`src/rtl/nanov_reg_sequencer.sv`:
```
// rtl/nanov_reg_sequencer.sv - pass controller for the nanoV bit-serial register file
//
// Runs one register-access pass at a time. A pass is exactly 32 unpaused
// cycles, so the register file's free-running bit pointers are back at bit 0
// whenever a new pass starts.
//
// Ports:
//   clk, rst                 clock, synchronous active-high reset
//   start                    request valid, taken only while ready=1
//   req_rs1/req_rs2/req_rd   request register indices
//   req_wr                   request writes req_rd
//   hold                     external stall, freezes a running pass
//   ready                    idle, the next start is accepted
//   pause, wr_en             register file pause / write enable
//   rs1, rs2, rd             register file indices, held until the next request
//   bit_valid, bit_idx       fresh operand bit on the file outputs and its index
//   first_bit, last_bit      bit_valid qualified with bit_idx==0 / ==31
//   done                     one-cycle pulse on the final write cycle
module nanov_reg_sequencer (
    input  logic       clk,
    input  logic       rst,
    input  logic       start,
    input  logic [3:0] req_rs1,
    input  logic [3:0] req_rs2,
    input  logic [3:0] req_rd,
    input  logic       req_wr,
    input  logic       hold,
    output logic       ready,
    output logic       pause,
    output logic       wr_en,
    output logic [3:0] rs1,
    output logic [3:0] rs2,
    output logic [3:0] rd,
    output logic       bit_valid,
    output logic [4:0] bit_idx,
    output logic       first_bit,
    output logic       last_bit,
    output logic       done
);

    typedef enum logic [1:0] {
        S_IDLE  = 2'd0,
        S_RUN   = 2'd1,
        S_DRAIN = 2'd2
    } state_t;

    state_t     state;
    logic [4:0] rcnt;
    logic       wr_q;
    logic       bv_q;
    logic [4:0] idx_q;

    // A bit is read from the file in every unpaused RUN cycle.
    logic step;
    assign step = (state == S_RUN) && !hold;

    always_ff @(posedge clk) begin
        if (rst) begin
            state <= S_IDLE;
            rcnt  <= 5'd0;
            wr_q  <= 1'b0;
            bv_q  <= 1'b0;
            idx_q <= 5'd0;
            rs1   <= 4'd0;
            rs2   <= 4'd0;
            rd    <= 4'd0;
        end else begin
            // The bit read this cycle is presented by the file next cycle,
            // so the valid flag and index trail the read counter by one.
            bv_q <= step;
            if (step) begin
                idx_q <= rcnt;
            end
            case (state)
                S_IDLE: begin
                    if (start) begin
                        rs1   <= req_rs1;
                        rs2   <= req_rs2;
                        rd    <= req_rd;
                        // x0 is hardwired; never write it.
                        wr_q  <= req_wr && (req_rd != 4'd0);
                        rcnt  <= 5'd0;
                        state <= S_RUN;
                    end
                end
                S_RUN: begin
                    if (!hold) begin
                        rcnt <= rcnt + 5'd1;
                        if (rcnt == 5'd31) begin
                            state <= S_DRAIN;
                        end
                    end
                end
                S_DRAIN: begin
                    // Bit 31 is written this cycle; the file is paused.
                    state <= S_IDLE;
                end
                default: begin
                    state <= S_IDLE;
                end
            endcase
        end
    end

    // While reset is asserted the outputs already show the idle values, so a
    // pass abandoned by reset cannot write in the reset cycle.
    assign ready     = rst || (state == S_IDLE);
    assign pause     = rst || (state != S_RUN) || hold;
    assign bit_valid = !rst && bv_q;
    assign bit_idx   = idx_q;
    assign wr_en     = bit_valid && wr_q;
    assign first_bit = bit_valid && (idx_q == 5'd0);
    assign last_bit  = bit_valid && (idx_q == 5'd31);
    assign done      = !rst && (state == S_DRAIN);

endmodule
```
`config.mk`:
```
export PLATFORM = sky130hd
export DESIGN_NAME = nanov_reg_sequencer
export DESIGN_NICKNAME = d
export VERILOG_FILES = /design/src/rtl/nanov_reg_sequencer.sv
export SDC_FILE = /design/constraint.sdc
export NUM_CORES = 1
export LEC_CHECK = 0
export ABC_CLOCK_PERIOD_IN_PS = 1700
export CORE_AREA = 2 2 52 54
export CTS_BUF_LIST = sky130_fd_sc_hd__clkbuf_8
export CTS_CLUSTER_SIZE = 25
export DETAILED_ROUTE_END_ITERATION = 8
export DIE_AREA = 0 0 54 56
export PLACE_DENSITY = 0.81
export SLEW_MARGIN = 0
export SYNTH_ARGS = -nofsm -noshare
export SYNTH_HDL_FRONTEND = slang
export SYNTH_SLANG_ARGS = --single-unit
```
`constraint.sdc`:
```
create_clock -name clk -period 1.7 [get_ports clk]
set_input_delay 0.34 -clock clk [delete_from_list [all_inputs] [get_ports clk]]
set_output_delay 0.34 -clock clk [all_outputs]
set_load 0.05 [all_outputs]
```
==> impl_results.md, run 1 <==
- Result of the run: finished, final reports clean
- Post-Synthesis Cell Area: ~1000 sq um
- Final setup skew: roughly 2.4 ps
- Area contributors post-synth: dfxtp_1 (51%), nand2_1 (14%), a21oi_1 (9.8%)
- Library cell occupying the most area in the post-synthesis netlist: dfxtp_1
- Via total after detailed routing: 1033
- Cells traversed along the worst timing path: or3b_4 -> nor2_4 -> inv_1 -> buf_12
- Main combinational cell family by area after synthesis: simple AND/OR/NAND/NOR gates
- Relative slew slack: 0.786
- Post-synthesis cell count: 126
- Crit path max-delay cell type: or3b_4
- Clock tree from TritonCTS: done
- Number of global-route vias before repair: between 900 and 1000
- Detailed-router iteration count before antenna repair: 4
- End-of-flow core utilization: 0.673
- Power per Cell Area: between 700 and 800 nW/um^2
- Part of the Yosys area used for sequential elements: 0.509
- Number of hold buffers added after cts: 0
- Final period util: 0.982
- Final critical-path required period: roughly 1700 ps
- Relative area change from synthesis to final layout: 60.2%
- Total clock sinks: 26
- Crit path arrival time: 1330 ps
- Required @ worst endpoint: 1360 ps
- Average wire length per cell after detail routing: 12.5 microns
- Worst-margin pin slew: 316 ps
- Synth warnings: 0
- Total negative setup slack: 0 ps
- Leakage: 0.000653 uW
- GRT Util Overall: 0.187
- Count of placed standard cells in the final layout, fillers left out: just over 200
- RSZ-0062 raised after global routing: true
- XOR/XNOR share of the synthesized area: 0.00857
- Sw Ratio: 0.269
- Fin nets: 195
- Leading cell type in the layout, fill and taps excluded: nand2_1
- Fraction of synthesized area in multiplexers: 0
- Clock latency on the worst-skew pair: ~270 ps
- Setup violation total in the final timing report: 0
- Port-buffer cells: 40
- #FFs+latches synth: 26
- Count of standard-cell rows: 18
- Wire length of the first global-routing pass: 4240 microns
- Overall routed net length: approximately 2500 microns
- Hold WC Path Type: reg -> reg
- Internal power consumption: 890 uW
- Floorplan die area: 3020 sq um
- Max cap viols: 0
- Flop pwr share: 0.529
- Sum of net half-perimeters after detailed placement: 1830 microns
- Element type at the critical path end: output pin
- Critical Path Fanout Max: 4
- Level count of the clock H-tree: 1
- Number of remaining DRC errors: 0
- Dpl cells: 198
- I/O pin count: 41
- Share of the synthesized area in the top cell type: 0.509
- DIE WIDTH: 54 microns
- Layout cell share with drive strength beyond 1: 0.282
- Slowest stage delay, CP: 390 ps
- Starting density of the core: 0.420
- Core area: ~2400 sq um
- Startpoint class of the critical path: flop
- Number of antenna cells inserted: 0
- Count of cell types in the netlist: 26
- Die Height: around 56 microns
- Remaining number of nets flagged by the antenna check after routing: 0
- Proportion of power drawn by the clock network: 0.276
- Slew Viols, Final: 0
- Overflow left after global routing: 0
- Mean instance size in the synthesized netlist: 8.11 sq um
- Switching power summed over all nets: 328 uW
- Largest vdd supply drop: 598 uV
- Maximum number of pins on one net before global-route repair: 20
- Most frequent cells in the layout: nand2_1 (38), buf_4 (29), dfxtp_1 (24)
- Clock buffers created by TritonCTS: 3
- Post-synthesis compound-gate area fraction: 0.130
- Post-synthesis share of cell area spent on full adders, half adders and majority gates: 0.0245
- CTS Buffer Depth: 2
- Master cell of the clock root buffer: clkbuf_8
- Number of DRC violations after detailed-routing iteration 0: 12
- Antenna violations before repair: 0
- Simple-gate area share of the yosys netlist: 0.299
- Max Freq: 599 MHz
- Clk slew on worst S/H paths: roughly 80 ps
- Final Hold Viols: 0
- Synthesized net count: 145
- Final GP Congestion: 0.782
- Average vias per placed instance: 5.06
- Combinational share of power: 0.195
- Kind of critical path: reg -> out
==> flip-flops by register name (all words and copies together) (netlist names) <==
register  cells
bit_idx       5
rcnt          5
rd            4
rs1           4
rs2           4
state         2
bv_q          1
wr_q          1
==> final timing paths <==
kind,startpoint,cells past startpoint,slack (ps),endpoint
max,state[1],4,30,pause
min,rs1[3],2,460,rs1[3]
max reg2reg,state[1],4,180,rcnt[3]
min reg2reg,rs1[3],2,460,rs1[3]
==> repair_timing <==
action / in CTS / in global routing
setup buffers: 3 / 0
endpoints found under the hold margin: 0 / 0
setup endpoints to repair: 5 / 2
resized for setup: 5 / 2
pin swaps: 3 / 1
gates cloned: 0 / 0
==> cell type report <==
| cell class | instances | area, sq um |
|---|---|---|
| tap | 30 | 37.5 |
| fill | 201 | 795 |
| timing repair buffer | 52 | 515 |
| clock buffer | 3 | 41.3 |
| multi-input combinational | 92 | 517 |
| sequential | 26 | 523 |
| inverter | 1 | 3.75 |
==> layer usage <==
| metal | vias to the layer above | track usage | wire (microns) |
|---|---|---|---|
| met5 | - | 0 | 0 |
| met4 | 0 | 0.104 | 57 |
| met3 | 5 | 0.0269 | 135 |
| met2 | 37 | 0.319 | 1280 |
| met1 | 471 | 0.215 | 1080 |
| li1 | 520 | - | - |
==> cells in the mapped netlist, drive strengths merged <==
| master | instances |
|---|---|
| a211oi | 1 |
| a21oi | 20 |
| and2 | 2 |
| and3 | 1 |
| clkbuf | 7 |
| dfxtp | 26 |
| ha | 2 |
| inv | 1 |
| nand2 | 38 |
| nand3 | 6 |
| nand3b | 1 |
| nand4b | 1 |
| nor2 | 3 |
| nor2b | 1 |
| nor3 | 2 |
| nor3b | 3 |
| nor4 | 1 |
| nor4bb | 1 |
| o21ai | 2 |
| o21bai | 1 |
| o31ai | 1 |
| or3 | 1 |
| or3b | 2 |
| or4 | 1 |
| xnor2 | 1 |
==> power groups by stage <==
stage                     clock (uW)  sequential [uW]  combinational [uW]
after detailed placement           0              658                 233
after floorplan                    0              715                69.4
final                            336              644                 238
after global routing             366              646                 254
after CTS                        343              644                 238
after global placement             0              657                 228
==> cell families (layout without fill, tap and decap cells) <==
group | Yosys count | count (layout)
and+or+nand+nor | 64 | 64
DFF | 26 | 26
AOI/OAI and AO/OA | 25 | 25
buffers and inverters | 8 | 56
adders and majority gates | 2 | 2
xor gates and xnor gates | 1 | 1
==> stage by stage <==
stage	hold slack (ps)	power, uW	setup slack, ps	cell area [sq um]
6_report	464	1220	30.5	1640
5_1_grt	486	1270	-9.54	1640
4_1_cts	466	1230	25.7	1640
3_5_place_dp	452	890	-207	1560
3_3_place_gp	444	885	-170	1560
2_1_floorplan	432	784	-206	1050
==> worst max-delay path: cells and delay by family, from the launching register on <==
| family | cells | cell delay (ps) |
|---|---|---|
| buffers and inverters | 2 | 220 |
| DFF | 1 | 340 |
| and+or+nand+nor | 2 | 500 |
No activity file was read; power rests on OpenSTA's default activity.
==> run 2, diff against run 1 <==
--- a/config.mk
+++ b/config.mk
@@ -11,6 +11,7 @@
 export CTS_CLUSTER_SIZE = 25
 export DETAILED_ROUTE_END_ITERATION = 8
 export DIE_AREA = 0 0 54 56
+export HOLD_SLACK_MARGIN = 0.12
 export PLACE_DENSITY = 0.81
 export SLEW_MARGIN = 0
 export SYNTH_ARGS = -nofsm -noshare
==> results of run 2 <==
The final DEF is identical to that of run 1; final timing and power are the same.
